[src/rtl/fb_arb_pkg.sv]
// Shared types and default geometry for the thermal framebuffer port arbiter.
// Optional statistics counters are enabled by defining FB_ARB_STATS_EN.
package fb_arb_pkg;

    typedef enum logic [1:0] {
        IDLE,
        FETCH,
        DRAIN
    } state_t;

    localparam int DEF_FB_WIDTH   = 160;
    localparam int DEF_FB_HEIGHT  = 120;
    localparam int DEF_PIX_W      = 8;
    localparam int DEF_RD_LATENCY = 1;

endpackage

[src/rtl/fb_rd_pipe.sv]
// Read-return tracker: delays {valid,col,last} by the RAM read latency so the
// line-buffer strobe lines up with the data coming back from the framebuffer.
module fb_rd_pipe #(
    parameter int DEPTH = 1,
    parameter int COL_W = 8
) (
    input  logic             clk,
    input  logic             rst,
    input  logic             src_valid,
    input  logic [COL_W-1:0] src_col,
    input  logic             src_last,
    output logic             dst_valid,
    output logic [COL_W-1:0] dst_col,
    output logic             dst_last
);

    logic [DEPTH-1:0] v;
    logic [DEPTH-1:0] l;
    logic [COL_W-1:0] c [DEPTH];

    always_ff @(posedge clk) begin
        if (rst) begin
            v <= '0;
            l <= '0;
            for (int i = 0; i < DEPTH; i++) c[i] <= '0;
        end else begin
            v[0] <= src_valid;
            c[0] <= src_col;
            l[0] <= src_last;
            for (int i = 1; i < DEPTH; i++) begin
                v[i] <= v[i-1];
                c[i] <= c[i-1];
                l[i] <= l[i-1];
            end
        end
    end

    assign dst_valid = v[DEPTH-1];
    assign dst_col   = c[DEPTH-1];
    assign dst_last  = l[DEPTH-1];

endmodule

[src/rtl/fb_port_arbiter.sv]
// Single-port framebuffer arbiter: display line prefetch has priority over the
// camera writer. Define FB_ARB_STATS_EN to add stall/overrun counters.
module fb_port_arbiter
    import fb_arb_pkg::*;
#(
    parameter int  FB_WIDTH   = DEF_FB_WIDTH,
    parameter int  FB_HEIGHT  = DEF_FB_HEIGHT,
    parameter int  PIX_W      = DEF_PIX_W,
    parameter int  RD_LATENCY = DEF_RD_LATENCY,
    localparam int ADDR_W     = $clog2(FB_WIDTH * FB_HEIGHT),
    localparam int Y_W        = $clog2(FB_HEIGHT),
    localparam int COL_W      = $clog2(FB_WIDTH)
) (
    input  logic              i_clk_pixel,
    input  logic              i_rst,
    input  logic              i_line_req,
    input  logic [Y_W-1:0]    i_line_y,
    input  logic              i_wr_valid,
    output logic              o_wr_ready,
    input  logic [ADDR_W-1:0] i_wr_addr,
    input  logic [PIX_W-1:0]  i_wr_data,
    output logic [ADDR_W-1:0] o_mem_addr,
    output logic              o_mem_we,
    output logic [PIX_W-1:0]  o_mem_wdata,
    input  logic [PIX_W-1:0]  i_mem_rdata,
    output logic              o_lb_we,
    output logic              o_lb_bank,
    output logic [COL_W-1:0]  o_lb_addr,
    output logic [PIX_W-1:0]  o_lb_data,
    output logic              o_line_done,
`ifdef FB_ARB_STATS_EN
    output logic [15:0]       o_stall_cnt,
    output logic [7:0]        o_overrun_cnt,
`endif
    output logic              o_overrun
);

    localparam int DRN_W = $clog2(RD_LATENCY + 1);

    state_t            state;
    logic [ADDR_W-1:0] base;
    logic [COL_W-1:0]  col;
    logic [DRN_W-1:0]  drn;
    logic              fetching;
    logic              last_col;
    logic              accept;
    logic              drop;
    logic              wr_go;
    logic              pv;
    logic              pl;
    logic [COL_W-1:0]  pc;

    assign fetching = (state == FETCH);
    assign last_col = (col == COL_W'(FB_WIDTH - 1));
    assign accept   = (state == IDLE) && i_line_req
                    && ({1'b0, i_line_y} < (Y_W + 1)'(FB_HEIGHT));
    assign drop     = (state != IDLE) && i_line_req;

    // A line request in the same cycle steals the port from the writer.
    assign o_wr_ready = (state == IDLE) && !i_line_req && !i_rst;
    assign wr_go      = i_wr_valid && o_wr_ready;

    always_comb begin
        o_mem_addr  = '0;
        o_mem_we    = 1'b0;
        o_mem_wdata = '0;
        if (fetching) begin
            o_mem_addr = base + ADDR_W'(col);
        end else if (wr_go) begin
            o_mem_addr  = i_wr_addr;
            o_mem_we    = 1'b1;
            o_mem_wdata = i_wr_data;
        end
    end

    always_ff @(posedge i_clk_pixel) begin
        if (i_rst) begin
            state     <= IDLE;
            base      <= '0;
            col       <= '0;
            drn       <= '0;
            o_lb_bank <= 1'b0;
            o_overrun <= 1'b0;
        end else begin
            o_overrun <= drop;
            unique case (state)
                IDLE: begin
                    if (accept) begin
                        state     <= FETCH;
                        base      <= ADDR_W'(i_line_y) * ADDR_W'(FB_WIDTH);
                        col       <= '0;
                        o_lb_bank <= ~o_lb_bank;
                    end
                end
                FETCH: begin
                    if (last_col) begin
                        state <= DRAIN;
                        drn   <= '0;
                    end else begin
                        col <= col + COL_W'(1);
                    end
                end
                DRAIN: begin
                    if (drn == DRN_W'(RD_LATENCY - 1)) state <= IDLE;
                    else drn <= drn + DRN_W'(1);
                end
                default: state <= IDLE;
            endcase
        end
    end

    fb_rd_pipe #(
        .DEPTH (RD_LATENCY),
        .COL_W (COL_W)
    ) u_rd_pipe (
        .clk       (i_clk_pixel),
        .rst       (i_rst),
        .src_valid (fetching),
        .src_col   (col),
        .src_last  (last_col),
        .dst_valid (pv),
        .dst_col   (pc),
        .dst_last  (pl)
    );

    assign o_lb_we     = pv;
    assign o_lb_addr   = pv ? pc : '0;
    assign o_lb_data   = pv ? i_mem_rdata : '0;
    assign o_line_done = pv && pl;

`ifdef FB_ARB_STATS_EN
    always_ff @(posedge i_clk_pixel) begin
        if (i_rst) begin
            o_stall_cnt   <= '0;
            o_overrun_cnt <= '0;
        end else begin
            if (i_wr_valid && !o_wr_ready && o_stall_cnt != '1)
                o_stall_cnt <= o_stall_cnt + 16'd1;
            if (drop && o_overrun_cnt != '1)
                o_overrun_cnt <= o_overrun_cnt + 8'd1;
        end
    end
`endif

endmodule
[config.mk]
export PLATFORM = sky130hd
export DESIGN_NAME = fb_port_arbiter
export DESIGN_NICKNAME = d
export VERILOG_FILES = /design/src/rtl/fb_arb_pkg.sv /design/src/rtl/fb_rd_pipe.sv /design/src/rtl/fb_port_arbiter.sv
export SDC_FILE = /design/constraint.sdc
export NUM_CORES = 1
export LEC_CHECK = 0
export ABC_AREA = 1
export CORE_MARGIN = 1
export CORE_UTILIZATION = 39
export CTS_CLUSTER_SIZE = 20
export DETAILED_ROUTE_END_ITERATION = 10
export PLACE_DENSITY = 0.77
export RECOVER_POWER = 50
export SYNTH_ARGS = -nofsm -noshare
export SYNTH_HDL_FRONTEND = slang
export SYNTH_HIERARCHICAL = 1
export SYNTH_SLANG_ARGS = --single-unit
[constraint.sdc]
create_clock -name i_clk_pixel -period 1.89 [get_ports i_clk_pixel]
set_clock_uncertainty 0.05 [all_clocks]
set_input_delay 0.378 -clock i_clk_pixel [delete_from_list [all_inputs] [get_ports i_clk_pixel]]
set_output_delay 0.378 -clock i_clk_pixel [all_outputs]
set_load 0.005 [all_outputs]
==> qor.yml <==
outcome: "finished, violations left"
violations: "negative setup slack"
drv_cap: 0
yosysUniqueCellTypes: 30
grt_antenna_before_repair: 0
min_to: "base[6]$_SDFFE_PP0P_"
remaining_drc_errors: 0
fill_cells: 386
slew_headroom: 0.387
reg2reg_slack_ns: 0.06
clockRootBuffer: "clkbuf_8"
ys_top_cells_by_area: "dfxtp_1, nand2_1, inv_1"
fin_cells: 541
async_reset_ff_frac: 0
final_nets: 528
layout_commonest_cell: "nand2_1"
hold_violations: 0
power_density_nw_per_um2: 528
ctsHoldBuffers: 0
die_x_um: 75.4
clk_pin_slew_ns: 0.07
areaGrowthSynthToFinish_pct: 80.1
reg2regPathDepth: 8
grt_max_degree: 21
ir_drop_uv: 493
syn_area_per_cell_um2: 6.45
period_minus_slack_ns: 2.34
r2r-start: "col[1]$_SDFFE_PP0P_"
final_cell_mix: "nand2_1, inv_1, clkdlybuf4s50_1"
num_vias: 2590
dpl_worst_slack_ns: -0.625
cts_tree: "built"
start_util: 0.409
cts-htree-levels: 2
seq_area_frac_synth: 0.305
synth_flop_cell: "dfxtp_1"
die-area_um2: 5690
antenna_left: 0
drt-vias-per-instance: 4.79
placed_area_um2: 3300
finalInstanceArea_um2: 3790
crit_top_cell: "nand2_2"
syn_nets: 384
grt_pass1_vias: 2433
routed_wl_um: 7020
drt_first_pass_iters: 4
arrival_ns: 1.91
die_h_um: 75.4
slew_violations: 0
clock.fmax_mhz: 428
ios: 87
synth_top_area_frac: 0.305
final_util: 0.737
crit_required_ns: 1.46
clock_sinks: 32
portBuffers: 86
fin_ws_ns: -0.446
use_met3: 0.0489
leakage_nw: 1.92
rr_endpoint: "col[5]$_SDFFE_PP0P_"
drt_iter0_markers: 135
hp-start: "i_line_y[1]"
start_kind: "flip-flop"
rsz0062_at_grt: "true"
cts_buffers: 5
end_kind: "output port"
grt_use_met2: 0.453
ys_ff_latch: 32
rows: 26
place_congestion: 0.867
path_cells: "ha_4 > fa_2 > nand2_2 > nand2_2 > nand2_2 > nor2_4 > buf_6 > o31ai_4 > buf_2"
grt_overflow: 0
clock_path_buffers: 2
drive_above_1_share: 0.340
clk_latency_ns: 0.29
critPathKind: "reg2out"
crit_slowest_cell: "fa_2"
dp_cells: 514
track_usage: 0.241
timing.final.crit_share: 1.24
place_hpwl_um: 4570
top_usage_layer: "met2"
synthCells: 326
grt.met1_usage: 0.275
synthesis.area_um2: 2100
avgRoutedWirePerCell_um: 13.0
max_slew.worst_pin.slew_ns: 0.920
n_antenna_cell: 0
hp-class: "in2reg"
grt_pass1_wl_um: 10500
core_area_um2: 5140
synth_edf_count: 0
ys_warn_count: 6
seqCellArea_um2: 654
cp_max_fo: 4
holdPathStages: 4
slowest_delay_ns: 0.36
setup_violations: 25
yosysTopAreaCell: "dfxtp_1"
multiInputGateArea_um2: 1460
what timing repair did:
action	4_1_cts	5_1_grt
setup endpoints to repair	30	45
resized for setup	161	56
pin swaps	16	11
buffers inserted	14	7
gates cloned	0	1
logic make-up after synthesis:
family / synth area share
AO/OA/AOI/OAI: 0.106
AND/OR/NAND/NOR: 0.343
buffers and inverters: 0.136
XOR/XNOR: 0.00833
flip-flops: 0.305
adder cells (fa/ha/maj): 0.102
final cells by class:
cell class	count	area share
clock buffers	5	0.0182
clock inverters	3	0.0112
inverters	64	0.0667
multi-input cells	223	0.386
flip-flops and latches	32	0.173
well taps	70	0.0231
repair buffers	144	0.322
critical path: cells and delay by family (launching register included):
kind	cells	cell delay [ns]
buf+inv	2	0.28
compound gates	1	0.18
flops	1	0.34
simple gates	4	0.29
fa+ha+maj	2	0.53
sequential cells by signal, summed over array words and instances, names as in the netlist:
signal,cells
state,2
o_lb_bank,1
col,8
base,10
u_rd_pipe/dst_last,1
o_overrun,1
u_rd_pipe/dst_valid,1
u_rd_pipe/c,8
through the flow:
step                      hold WS [ns]  TNS [ns]  power, mW
after CTS                        0.413     -4.10       1.95
after global placement           0.394    -14.09       1.26
final                            0.353     -4.44       2.00
after floorplan                  0.375         0      0.972
after detailed placement         0.401    -15.40       1.27
after global routing             0.396     -8.01       2.09
metal layers:
layer / part of all wire / up-vias
li1: - / 1295
met1: 0.38 / 1190
met2: 0.54 / 89
met3: 0.063 / 16
met4: 0.015 / 0
met5: 0 / -
worst max path at each step:
stage	slack, ns	cells after the start	to	start
2_1_floorplan	0.006	7	o_mem_addr[9]	col[5]$_SDFFE_PP0P_
3_3_place_gp	-0.59	7	o_mem_addr[9]	i_line_req
3_5_place_dp	-0.62	8	o_mem_addr[9]	base[5]$_SDFFE_PP0P_
4_1_cts	-0.39	10	o_mem_addr[11]	col[5]$_SDFFE_PP0P_
5_1_grt	-0.50	9	o_mem_addr[9]	col[5]$_SDFFE_PP0P_
6_report	-0.45	9	o_mem_addr[9]	col[5]$_SDFFE_PP0P_
where the power goes:
part	internal (mW)	leakage [nW]	switching [mW]
clock	0.390	0.0541	0.269
sequential	0.714	0.264	0.0327
combinational	0.314	1.60	0.279
cells in the mapped netlist (all sizes together), types with 2 or more instances:
library cell,count
o21ai,17
inv,63
xnor2,2
nor2,38
nand2,97
ha,14
fa,2
clkbuf,2
dfxtp,32
nor3,4
nand3,21
nand4,3
buf,5
a21oi,18
No activity file was read; power rests on OpenSTA's default activity.
